File: src/rtl/multicycle_alu.sv
// Registered ALU with start/busy/done handshake; MULU and DIVU iterate one bit per clock
// and return a double-width result on result (low/quotient) and result_hi (high/remainder).
module multicycle_alu #(
    parameter int WIDTH = 32
) (
    input  logic             clk,
    input  logic             reset_n,
    input  logic             start,
    input  logic [3:0]       alu_sel,
    input  logic [WIDTH-1:0] alu_in1,
    input  logic [WIDTH-1:0] alu_in2,
    output logic             busy,
    output logic             done,
    output logic [WIDTH-1:0] result,
    output logic [WIDTH-1:0] result_hi,
    output logic             zero
);
    localparam int SHW = $clog2(WIDTH);
    localparam int CW  = $clog2(WIDTH + 1);

    localparam logic [3:0] OP_SUB  = 4'b0000;
    localparam logic [3:0] OP_ADD  = 4'b0010;
    localparam logic [3:0] OP_SLL  = 4'b0011;
    localparam logic [3:0] OP_SRL  = 4'b0100;
    localparam logic [3:0] OP_SRA  = 4'b0111;
    localparam logic [3:0] OP_AND  = 4'b1000;
    localparam logic [3:0] OP_OR   = 4'b1001;
    localparam logic [3:0] OP_XOR  = 4'b1010;
    localparam logic [3:0] OP_XNOR = 4'b1011;
    localparam logic [3:0] OP_SLT  = 4'b1100;
    localparam logic [3:0] OP_SLTU = 4'b1101;
    localparam logic [3:0] OP_MULU = 4'b1110;
    localparam logic [3:0] OP_DIVU = 4'b1111;

    typedef enum logic {IDLE, RUN} state_t;

    state_t           state_q, state_d;
    logic [CW-1:0]    cnt_q, cnt_d;
    logic [WIDTH-1:0] hi_q, hi_d, lo_q, lo_d, opnd_q, opnd_d;
    logic             div_q, div_d;
    logic [WIDTH-1:0] result_q, result_d, result_hi_q, result_hi_d;
    logic             done_q, done_d;

    logic [SHW-1:0]   shamt;
    logic [WIDTH-1:0] sc_res;
    logic [WIDTH:0]   mul_sum, div_shl, div_diff;
    logic [WIDTH-1:0] mul_hi, mul_lo, div_hi, div_lo;

    assign shamt = alu_in1[SHW-1:0];

    always_comb begin
        sc_res = '0;
        case (alu_sel)
            OP_ADD:  sc_res = alu_in1 + alu_in2;
            OP_SUB:  sc_res = alu_in1 - alu_in2;
            OP_SLL:  sc_res = alu_in2 << shamt;
            OP_SRL:  sc_res = alu_in2 >> shamt;
            OP_SRA:  sc_res = $unsigned($signed(alu_in2) >>> shamt);
            OP_AND:  sc_res = alu_in1 & alu_in2;
            OP_OR:   sc_res = alu_in1 | alu_in2;
            OP_XOR:  sc_res = alu_in1 ^ alu_in2;
            OP_XNOR: sc_res = ~(alu_in1 ^ alu_in2);
            OP_SLT:  sc_res = {{(WIDTH-1){1'b0}}, $signed(alu_in1) < $signed(alu_in2)};
            OP_SLTU: sc_res = {{(WIDTH-1){1'b0}}, alu_in1 < alu_in2};
            default: sc_res = '0;
        endcase
    end

    // hi:lo holds partial product (MULU) or remainder:quotient (DIVU); opnd is multiplicand/divisor.
    always_comb begin
        mul_sum  = {1'b0, hi_q} + (lo_q[0] ? {1'b0, opnd_q} : '0);
        mul_hi   = mul_sum[WIDTH:1];
        mul_lo   = {mul_sum[0], lo_q[WIDTH-1:1]};
        div_shl  = {hi_q, lo_q[WIDTH-1]};
        div_diff = div_shl - {1'b0, opnd_q};
        div_hi   = div_diff[WIDTH] ? div_shl[WIDTH-1:0] : div_diff[WIDTH-1:0];
        div_lo   = {lo_q[WIDTH-2:0], ~div_diff[WIDTH]};
    end

    always_comb begin
        state_d     = state_q;
        cnt_d       = cnt_q;
        hi_d        = hi_q;
        lo_d        = lo_q;
        opnd_d      = opnd_q;
        div_d       = div_q;
        result_d    = result_q;
        result_hi_d = result_hi_q;
        done_d      = 1'b0;
        case (state_q)
            IDLE: begin
                if (start) begin
                    if (alu_sel == OP_MULU || alu_sel == OP_DIVU) begin
                        state_d = RUN;
                        cnt_d   = CW'(WIDTH);
                        div_d   = (alu_sel == OP_DIVU);
                        hi_d    = '0;
                        lo_d    = (alu_sel == OP_DIVU) ? alu_in1 : alu_in2;
                        opnd_d  = (alu_sel == OP_DIVU) ? alu_in2 : alu_in1;
                    end else begin
                        result_d    = sc_res;
                        result_hi_d = '0;
                        done_d      = 1'b1;
                    end
                end
            end
            RUN: begin
                hi_d  = div_q ? div_hi : mul_hi;
                lo_d  = div_q ? div_lo : mul_lo;
                cnt_d = cnt_q - CW'(1);
                if (cnt_q == CW'(1)) begin
                    state_d     = IDLE;
                    result_d    = lo_d;
                    result_hi_d = hi_d;
                    done_d      = 1'b1;
                end
            end
            default: state_d = IDLE;
        endcase
    end

    always_ff @(posedge clk or negedge reset_n) begin
        if (!reset_n) begin
            state_q     <= IDLE;
            cnt_q       <= '0;
            hi_q        <= '0;
            lo_q        <= '0;
            opnd_q      <= '0;
            div_q       <= 1'b0;
            result_q    <= '0;
            result_hi_q <= '0;
            done_q      <= 1'b0;
        end else begin
            state_q     <= state_d;
            cnt_q       <= cnt_d;
            hi_q        <= hi_d;
            lo_q        <= lo_d;
            opnd_q      <= opnd_d;
            div_q       <= div_d;
            result_q    <= result_d;
            result_hi_q <= result_hi_d;
            done_q      <= done_d;
        end
    end

    assign busy      = (state_q == RUN);
    assign done      = done_q;
    assign result    = result_q;
    assign result_hi = result_hi_q;
    assign zero      = (result_q == '0);
endmodule
File: config.mk
export PLATFORM = sky130hd
export DESIGN_NAME = multicycle_alu
export DESIGN_NICKNAME = d
export VERILOG_FILES = /design/src/rtl/multicycle_alu.sv
export SDC_FILE = /design/constraint.sdc
export NUM_CORES = 1
export LEC_CHECK = 0
export ABC_AREA = 1
export BUFFER_PORTS_ARGS = -buffer_cell sky130_fd_sc_hd__clkbuf_2
export CORE_ASPECT_RATIO = 1.25
export CORE_UTILIZATION = 47
export CTS_BUF_LIST = sky130_fd_sc_hd__clkbuf_8
export DETAILED_ROUTE_END_ITERATION = 8
export PLACE_DENSITY = 0.67
export SETUP_SLACK_MARGIN = 0.1
export SLEW_MARGIN = 10
export SYNTH_ARGS = -nofsm -noshare
export SYNTH_HDL_FRONTEND = slang
export SYNTH_SLANG_ARGS = --single-unit
File: constraint.sdc
create_clock -name clk -period 2.8 [get_ports clk]
set_input_delay 0.7 -clock clk [delete_from_list [all_inputs] [get_ports clk]]
set_output_delay 0.7 -clock clk [all_outputs]
set_load 0.005 [all_outputs]
== Yosys cells after proc, flatten, opt, wreduce, memory -nomap -nowiden ==
Cells that the tools add are included.

* Bits in registers: 169
* Input port bits: 71
* Output and inout bits: 67
* Word-level logic and storage cells: 80

* Add/sub/neg operators: 5
* Magnitude comparators: 2
* Eq/ne operators: 17
* Shift-type cells: 3
* Multiplexer cells: 32
* Bitwise operators: 6
* Reductions and logical operators: 6

{| class="wikitable"
|+ Operators with widths
! kind !! number
|-
| 32-bit 2-to-1 mux || 16
|-
| 32-bit one-hot mux with 11 select lines || 1
|-
| 32-bit one-hot mux with 2 select lines || 4
|-
| 32-bit less-than comparator || 2
|-
| 32-bit by 32-bit adder with 33-bit output || 1
|-
| 33-bit by 32-bit subtractor with 33-bit output || 1
|-
| 32-bit adder || 1
|-
| 32-bit bitwise AND || 1
|-
| 4-bit == test (second input constant) || 8
|-
| 32-bit logical NOT || 1
|-
| 32-bit NOT || 1
|-
| 32-bit bitwise OR || 1
|-
| 32-bit by 5-bit << shifter with 32-bit output || 1
|-
| 32-bit by 5-bit right shift with 32-bit output || 1
|-
| 32-bit by 5-bit >>> shifter with 32-bit output || 1
|-
| 32-bit subtractor || 1
|-
| 32-bit bitwise XOR || 1
|-
| 6-bit 2-to-1 mux || 2
|-
| 6-bit one-hot mux with 2 select lines || 1
|-
| 4-bit by 2-bit == test with 1-bit output (second input constant) || 2
|-
| 4-bit by 3-bit == test with 1-bit output (second input constant) || 2
|-
| 6-bit by 1-bit == test with 1-bit output (second input constant) || 1
|-
| 1-bit 2-to-1 mux || 6
|-
| 2-bit != test (second input constant) || 3
|-
| 8 further kinds || 11
|}

== Depth between registers and ports, before layout ==
Gate-level depths: netlist of run 1.

* Word-level depth: 6
* Mapped depth: 20
* Mapped depth without buffers: 19

== Worst setup path before layout of run 1 ==
OpenSTA, ideal clock, no wires.

* Path type: input to register
* Start point: input alu_in1[2]
* End point: register result_q[3] (netlist: result[3])
* Library setup time: 0.121 ns
* Data arrival time: 2.756 ns
* Required time: 2.679 ns
* Slack: -0.077 ns
* Stages on the path: 16
* Buffers on the path: 4
* Cell sequence: buf_2 > inv_1 > buf_2 > buf_2 > ha_1 > buf_2 > inv_1 > nand2_1 > and2_1 > or2_2 > nand3_1 > nand2_1 > a211oi_1 > nand3_1 > nand2_1 > a21oi_1

* Cells in the longest elaborated chain, start to end: 5
* Elaborated cells between the ends (all ways): 9
* Classes of those cells: add/sub (2); shift (3); mux (4)

{| class="wikitable"
|+ Ends and longest elaborated chain
! what !! RTL line !! RTL
|-
| start: declaration || 10 || <nowiki>input logic [WIDTH-1:0] alu_in1,</nowiki>
|-
| 32-bit subtractor, or another cell as far along || 55 || <nowiki>OP_SUB: sc_res = alu_in1 - alu_in2;</nowiki>
|-
| 32-bit one-hot mux with 11 select lines (*) || 53 || <nowiki>case (alu_sel)</nowiki>
|-
| 32-bit 2-to-1 mux (*) || 93 || <nowiki>if (alu_sel == OP_MULU || alu_sel == OP_DIVU) begin</nowiki>
|-
| 32-bit 2-to-1 mux (*) || 92 || <nowiki>if (start) begin</nowiki>
|-
| 32-bit one-hot mux with 2 select lines (*) || 90 || <nowiki>case (state_q)</nowiki>
|-
| end signal: assignment || 140 || <nowiki>result_q <= result_d;</nowiki>
|-
| end: declaration || 41 || <nowiki>logic [WIDTH-1:0] result_q, result_d, result_hi_q, result_hi_d;</nowiki>
|}

Mark *: on every way between the ends. The rest lies on a longest branch, timed or not. The select of a mux whose other input is x is not followed.
A chain may end at the register's enable or synchronous reset.

== Worst setup path after layout of run 1 ==
* Start point: register lo_q[0]
* End point: register result_hi_q[18] (netlist: result_hi[18])

* Cells in the longest elaborated chain, start to end: 5

{| class="wikitable"
|+ Ends and longest elaborated chain
! what !! RTL line !! RTL
|-
| start: declaration || 39 || <nowiki>logic [WIDTH-1:0] hi_q, hi_d, lo_q, lo_d, opnd_q, opnd_d;</nowiki>
|-
| start signal: assignment || 137 || <nowiki>lo_q <= lo_d;</nowiki>
|-
| 32-bit 2-to-1 mux || 71 || <nowiki>mul_sum = {1'b0, hi_q} + (lo_q[0] ? {1'b0, opnd_q} : '0);</nowiki>
|-
| 32-bit by 32-bit adder with 33-bit output || 71 ||
|-
| 32-bit 2-to-1 mux || 108 || <nowiki>hi_d = div_q ? div_hi : mul_hi;</nowiki>
|-
| 32-bit 2-to-1 mux || 111 || <nowiki>if (cnt_q == CW'(1)) begin</nowiki>
|-
| 32-bit one-hot mux with 2 select lines || 90 ||
|-
| end signal: assignment || 141 || <nowiki>result_hi_q <= result_hi_d;</nowiki>
|-
| end: declaration || 41 ||
|}

Every way passes these cells. The select of a mux whose other input is x is not followed.

==> flow_summary.toml, run 1 <==
[sta]
fmax_ghz = 0.374
drv_slew = 0
skew_ns = 0.0256
tns_ns = 0
layout_min_cycle_time_ns = 2.68
rsz0062_at_grt = "true"
hold_slack_ns = 0.135
hold_viol_final = 0
worst_pin_slew_ns = 1.03
max_slew_margin_pct = 31.1
period_share_pct = 95.5
setup_viol = 0

[critical_path]
critPathKind = "reg2reg"
setup.worst_path.end_class = "flop"
required_ns = 3.27
critPathBufInv = 3
cpMaxStageDelayCell = "dfrtp_1"
path_common_cell = "nand2_1"
cp_top_family = "simple AND/OR/NAND/NOR gates"
cp_max_fo = 28
r2r_cells = 15
path_cells = "buf_12, nand2_1, inv_1, ha_1, nand2_1, nor2_2, a21boi_0, o21ai_1, nand3_1, nand2_1, nand3_1, nand2_1, inv_1, nand3_1, nand2_1"
cp-start-kind = "flop"
critical_path_arrival_ns = 3.14
critical-path-max-stage-delay_ns = 0.45
reg2reg_setup_slack_ns = 0.12
cp_num_cells = 15

[floorplan]
die_y_um = 253
boundaryPins = 138
num_rows = 91
die_area_mm2 = 0.0512
start_util_pct = 47.7
dieWidth_um = 203
coreArea_mm2 = 0.0495

[clock_tree]
path_clk_slew_ns = 0.11
ctsLongestPathBuffers = 2
root_buffer = "clkbuf_8"
cts_tree = "yes"
clkSinkCount = 169
clock_latency_ns = 0.52
h-tree-depth = 4
cts_buffers = 17

[synthesis]
synth_area_leader_cell = "nand2_1"
synth_top_area_share_pct = 21.3
synthArstFlopShare_pct = 100
syn_area_mm2 = 0.0236
synth_area_per_cell_um2 = 5.57
synth_top_flop_cell = "dfrtp_1"
yosysSeqAreaShare_pct = 17.9
synth_cell_types = 53
yosys_warnings = 0
ys_ff_latch = 169
synth-edff-count = 0
synth_area_leaders = "nand2_1 (21%), dfrtp_1 (18%), nand3_1 (11%)"
syn_nets = 4485
synth_cells = 4241

[route]
vias_per_cell = 5.78
avgRoutedWirePerCell_um = 22.3
drcViolationCount = 0
drtPass1Iterations = 6
num_vias = 31400
drtIter0Drc = 3026
drt_wl_total_um = 121000
antenna_left = 0

[power_and_ir_drop]
leakagePower_nw = 16.5
peakVddDrop_mv = 0.482
powerDensity_mw_per_mm2 = 862

[run]
drv_cap = 0

[finish]
final_common_cell = "nand2_1"
drive_gt1_share_pct = 18.8
nets = 5017
stdcell_count = 5441
layout_common_cells = "nand2_1 (1,329), inv_1 (534), buf_4 (527)"
area_growth_pct = 25.8
stdcell_area_mm2 = 0.0297

[hold_path]
hp-class = "in2async"

[placement]
dp.cells = 5397
place_congestion = 1.07
hpwl_um = 99300
numPortBuffers = 137
placed_cell_area_mm2 = 0.0287

[global_route]
grt_use_total_pct = 46.3
grt_overflow = 0
grt_pass1_wl_um = 176000
grt_max_degree = 73
antenna_found_initial = 6
grt_pass1_vias = 30100

[run_status]
status = "complete, no violations"
## power breakdown
group          leakage, nW  switching, mW  internal (mW)
clock                0.217          0.978          0.896
sequential            2.02           1.25           3.61
combinational         14.2           12.1           6.83
total                 16.5           14.3           11.3
## Yosys cell counts (all sizes together) (5+ instances only)
library cell and count:
a21o 5, a21oi 272, a31oi 8, and2 16, buf 92, clkbuf 86, dfrtp 169, ha 169
inv 558, nand2 1362, nand3 559, nand3b 11, nand4 50, nor2 451, nor3 41, nor4 13
o211ai 22, o21ai 260, o21bai 18, o22ai 26, xnor2 12, xor2 7
## metrics by stage
stage               power [mW]  setup WS (ns)  util (%)
floorplan                 15.5          0.100         -
global placement          21.8         -0.232      58.0
detailed placement        22.1         -0.251      58.0
CTS                       24.3          0.107      59.1
global route              27.5       -0.00799      60.0
finish                    25.6          0.125      60.0
## state kept, by name, indices dropped and copies added, names as in the netlist
| signal | cells |
|---|---|
| busy | 1 |
| lo_q | 32 |
| opnd_q | 32 |
| result | 32 |
| done | 1 |
| hi_q | 32 |
| cnt_q | 6 |
| div_q | 1 |
| result_hi | 32 |
## layout make-up
cell class	instances	area, µm²
tap	651	815
timing repair buffer	689	5120
clock buffer	18	248
fill	5189	19800
inverter	560	2110
sequential	169	4240
antenna	4	10.0
clock inverter	14	159
multi-input combinational	3336	17000
## worst reg2reg max path, delay by kind of cell (launching register included)
family	cells	cell delay (ns)
compound gates	2	0.50
fa+ha+maj	1	0.36
buf+inv	3	0.37
flops	1	0.45
simple gates	9	0.95
## metal layers
| metal | vias up | part of all wire, % | track usage [%] | wire length, µm |
|---|---|---|---|---|
| met2 | 1702 | 47 | 79.8 | 57200 |
| met4 | 2 | 10 | 40.6 | 12500 |
| li1 | 14800 | - | - | - |
| met1 | 14400 | 35 | 49.1 | 42100 |
| met5 | - | 0.013 | 0 | 16 |
| met3 | 561 | 7.9 | 7.19 | 9630 |
## final timing paths
path / startpoint / end
min in group clk: result_hi[16]$_DFFE_PN0P_ / result_hi[16]$_DFFE_PN0P_
hold reg to reg: result_hi[16]$_DFFE_PN0P_ / result_hi[16]$_DFFE_PN0P_
hold / removal: reset_n / result_hi[26]$_DFFE_PN0P_
setup / recovery: lo_q[0]$_DFFE_PN0P_ / result_hi[18]$_DFFE_PN0P_
max in group asynchronous: reset_n / lo_q[6]$_DFFE_PN0P_
setup reg to reg: lo_q[0]$_DFFE_PN0P_ / result_hi[18]$_DFFE_PN0P_
## cells by family (layout without fill, tap and decap cells)
family	count (synthesis)	count (layout)	share of synthesized area (%)
buffers and inverters	738	1281	12.5
adder cells (fa/ha/maj)	173	173	9.29
multiplexers	1	1	0.0424
AND/OR/NAND/NOR	2508	2510	45.2
flip-flops	169	169	17.9
other	0	4	0
AO/OA/AOI/OAI	633	633	14.4
XOR/XNOR	19	19	0.704
## repair_timing
action | CTS | global route
setup buffers | 5 | 1
hold buffers | 0 | 0
pin swaps | 4 | 14
gates resized for setup | 22 | 105
cloned | 1 | 1
endpoints found under the setup margin | 66 | 69
Note: power is estimated with default switching activity, not from simulation.
==> run 2: changes to the inputs <==
--- a/config.mk
+++ b/config.mk
@@ -11,6 +11,7 @@
 export CORE_UTILIZATION = 47
 export CTS_BUF_LIST = sky130_fd_sc_hd__clkbuf_8
 export DETAILED_ROUTE_END_ITERATION = 8
+export GPL_TIMING_DRIVEN = 0
 export PLACE_DENSITY = 0.67
 export SETUP_SLACK_MARGIN = 0.1
 export SLEW_MARGIN = 10
==> run 2 against run 1 <==
Effect of this change: the run now fails in global routing (5_1_grt); synthesized cell count unchanged; synthesized area unchanged.
==> flow_summary.toml, run 2 <==
[synthesis]
synth_cells = 4241
synthArstFlopShare_pct = 100
yosysSeqAreaShare_pct = 17.9
yosys_warnings = 0
synth-edff-count = 0
yosysMostFrequentCell = "nand2_1"
synth_top_flop_cell = "dfrtp_1"
syn_area_mm2 = 0.0236
synth_area_leaders = "nand2_1 (21%), dfrtp_1 (18%), nand3_1 (11%)"
synth_area_leader_cell = "nand2_1"
syn_nets = 4485
synth_top_area_share_pct = 21.3
synth_cell_types = 53
synth_area_per_cell_um2 = 5.57
synth_top_cells_by_count = "nand2_1 (1,344), inv_1 (542), nand3_1 (527)"
ys_ff_latch = 169

[global_route]
grt_pass1_vias = 31600
grt_overflow = 5
grt_max_degree = 98
grt_use_total_pct = 55.9
grt_pass1_wl_um = 209000

[clock_tree]
root_buffer = "clkbuf_8"
h-tree-depth = 4
clkSinkCount = 169
ctsLongestPathBuffers = 2
cts_buffers = 17

[placement]
hpwl_um = 109000
placed_cell_area_mm2 = 0.0252
numPortBuffers = 137
pre_cts_ws_ns = -1.55
place_congestion = 1.17

[run_status]
failing_step = "global routing (5_1_grt)"
stop_error = "[ERROR GRT-0116] Global routing finished with congestion. Check the congestion regions in the DRC Viewer."
status = "aborted with a tool error"

[floorplan]
start_util_pct = 47.7
die_y_um = 253
num_rows = 91
dieWidth_um = 203
boundaryPins = 138
run 2: cell counts after synthesis:
No cell type changed its count.
run 2: stage by stage:
step | hold WS [ns] | instances
detailed placement | 0.466 | 5030
floorplan | 0.404 | 4241
CTS | 0.204 | 5086
global placement | 0.462 | 5029
run 2: cell families after synthesis:
kind of cell / share of synthesized area [%]
DFF: 17.9
buffers and inverters: 12.5
xor gates and xnor gates: 0.704
adders and majority gates: 9.29
muxes: 0.0424
AOI/OAI and AO/OA: 14.4
and+or+nand+nor: 45.2
run 2: metal layers:
layer / track usage [%] / overflow
met4: 60.6 / 2
met3: 20.5 / 0
met2: 88.0 / 3
met1: 54.6 / 0
met5: 0.676 / 0
run 2: repair_timing:
action | CTS
endpoints found under the setup margin | 116
hold buffers | 0
pin swaps | 15
setup buffers | 25
gates resized for setup | 188
==> run 3: changes to the inputs <==
--- a/config.mk
+++ b/config.mk
@@ -7,13 +7,10 @@
 export LEC_CHECK = 0
 export ABC_AREA = 1
 export BUFFER_PORTS_ARGS = -buffer_cell sky130_fd_sc_hd__clkbuf_2
-export CORE_ASPECT_RATIO = 1.25
-export CORE_UTILIZATION = 47
-export CTS_BUF_LIST = sky130_fd_sc_hd__clkbuf_8
+export CORE_UTILIZATION = 32
 export DETAILED_ROUTE_END_ITERATION = 8
 export GPL_TIMING_DRIVEN = 0
-export PLACE_DENSITY = 0.67
-export SETUP_SLACK_MARGIN = 0.1
+export PLACE_DENSITY_LB_ADDON = 0.15
 export SLEW_MARGIN = 10
 export SYNTH_ARGS = -nofsm -noshare
 export SYNTH_HDL_FRONTEND = slang
==> run 3 against run 2 <==
Effect of this change: the flow now finishes, with violations (negative setup slack).
==> flow_summary.toml, run 3 (synthesis gave the netlist of run 1 again) <==
[clock_tree]
ctsLongestPathBuffers = 2
cts_hold_buf = 0
h-tree-depth = 4
cts_tree = "yes"
clock_latency_ns = 0.47
clkSinkCount = 169
path_clk_slew_ns = 0.08
root_buffer = "clkbuf_16"
cts_buffers = 17

[sta]
drv_slew = 0
worst_pin_slew_ns = 1.13
rsz0062_at_grt = "true"
max_slew_margin_pct = 24.5
period_share_pct = 104
setup_slack_ns = -0.119
fmax_ghz = 0.343
layout_min_cycle_time_ns = 2.92
tns_ns = -0.406
skew_ns = 0.0210
setup_viol = 9
hold_viol_final = 0

[critical_path]
r2r_cells = 8
required_ns = 2.10
cp_max_fo = 2
setup.worst_path.end_class = "output port"
reg2reg_setup_slack_ns = 0.05
cp-start-kind = "flop"
critical_path_arrival_ns = 2.22
rr_startpoint = "div_q$_DFFE_PN0P_"
critPathKind = "reg2out"
r2r-end = "result_hi[22]$_DFFE_PN0P_"

[finish]
antennaDiodeCount = 0
nets = 4691
stdcell_area_mm2 = 0.0284
layout_common_cells = "nand2_1 (1,271), inv_1 (518), nand3_1 (476)"
final_common_cell = "nand2_1"
num-fill-cells = 8357
area_growth_pct = 20.2
stdcell_count = 5419
drive_gt1_share_pct = 15.8

[route]
avgRoutedWirePerCell_um = 26.3
drcViolationCount = 0
antenna_left = 0
drtIter0Drc = 3394
vias_per_cell = 5.52
drt_wl_total_um = 143000
num_vias = 29900
drtPass1Iterations = 8

[floorplan]
coreArea_mm2 = 0.0730
dieWidth_um = 274
num_rows = 99
boundaryPins = 138
die_y_um = 274
die_area_mm2 = 0.0749
start_util_pct = 32.4

[power_and_ir_drop]
powerDensity_mw_per_mm2 = 914
peakVddDrop_mv = 0.548
leakagePower_nw = 14.9

[global_route]
grt_use_met2_pct = 60.6
grt_use_total_pct = 37.4
grt_busiest_layer = "met2"
grt_pass1_vias = 28400
grt_overflow = 0
grt_util_met3_pct = 4.70
grt_util_met1_pct = 47.6
grt_pass1_wl_um = 200000
antenna_found_initial = 2
grt_max_degree = 92

[placement]
place_congestion = 1.04
placed_cell_area_mm2 = 0.0256
numPortBuffers = 137
dp.cells = 5339
hpwl_um = 118000
pre_cts_ws_ns = -1.58

[run]
drv_cap = 0

[run_status]
failed_checks = "negative setup slack"
status = "finished with violations"

[hold_path]
hp-class = "in2async"
==> run 3: critical path, cell delays in order (launching register included) <==
cell and delay, ns:
dfrtp_2 0.46, nor4_2 0.28, nand4_1 0.40, nor4_4 0.43
clkbuf_2 0.19
==> run 3: report_power, final <==
group          leakage [nW]  switching (mW)  internal (mW)
combinational          12.6            12.4           6.16
sequential             2.02            1.30           3.61
clock                 0.295            1.30           1.22
total                  14.9            15.0           11.0
==> run 3: area by class of cell <==
cell class / instances / area (µm²) / area share, %
Multi-Input combinational cell: 3334 / 17900 / 63.0
Clock inverter: 15 / 188 / 0.660
Tap cell: 959 / 1200 / 4.22
Sequential cell: 169 / 4240 / 14.9
Inverter: 560 / 2150 / 7.57
Clock buffer: 17 / 425 / 1.50
Buffer: 176 / 1080 / 3.81
Timing Repair Buffer: 189 / 1220 / 4.29
==> run 3: metal layers <==
layer  wire [µm]  part of all wire [%]
met4        9540                   6.7
met5          24                 0.017
met2       64500                    45
met1       58800                    41
met3        9860                   6.9
==> run 3: stage by stage <==
step | hold slack (ns) | power [mW] | util [%]
floorplan | 0.404 | 15.5 | -
global placement | 0.462 | 21.4 | 35.0
detailed placement | 0.468 | 21.4 | 35.1
CTS | 0.00826 | 24.6 | 37.4
global route | 0.0155 | 28.0 | 38.9
finish | 0.0240 | 26.0 | 38.9
==> run 3: how the worst max path moves through the flow <==
stage                                       from                        to  slack [ns]
after floorplan                       alu_in1[2]     result[3]$_DFFE_PN0P_       -0.05
after global placement                   reset_n  result_hi[1]$_DFFE_PN0P_       -2.41
after detailed placement              alu_in1[3]    result[24]$_DFFE_PN0P_       -1.58
after CTS                 result[17]$_DFFE_PN0P_                      zero       -0.13
after global routing      result[28]$_DFFE_PN0P_                      zero       -0.14
final                     result[17]$_DFFE_PN0P_                      zero       -0.12
==> run 3: what timing repair did <==
action / in CTS / in global routing
endpoints found under the setup margin: 98 / 97
hold endpoints to repair: 0 / 0
cloned: 0 / 2
resized for setup: 243 / 295
setup buffers: 22 / 26
pin swaps: 31 / 50
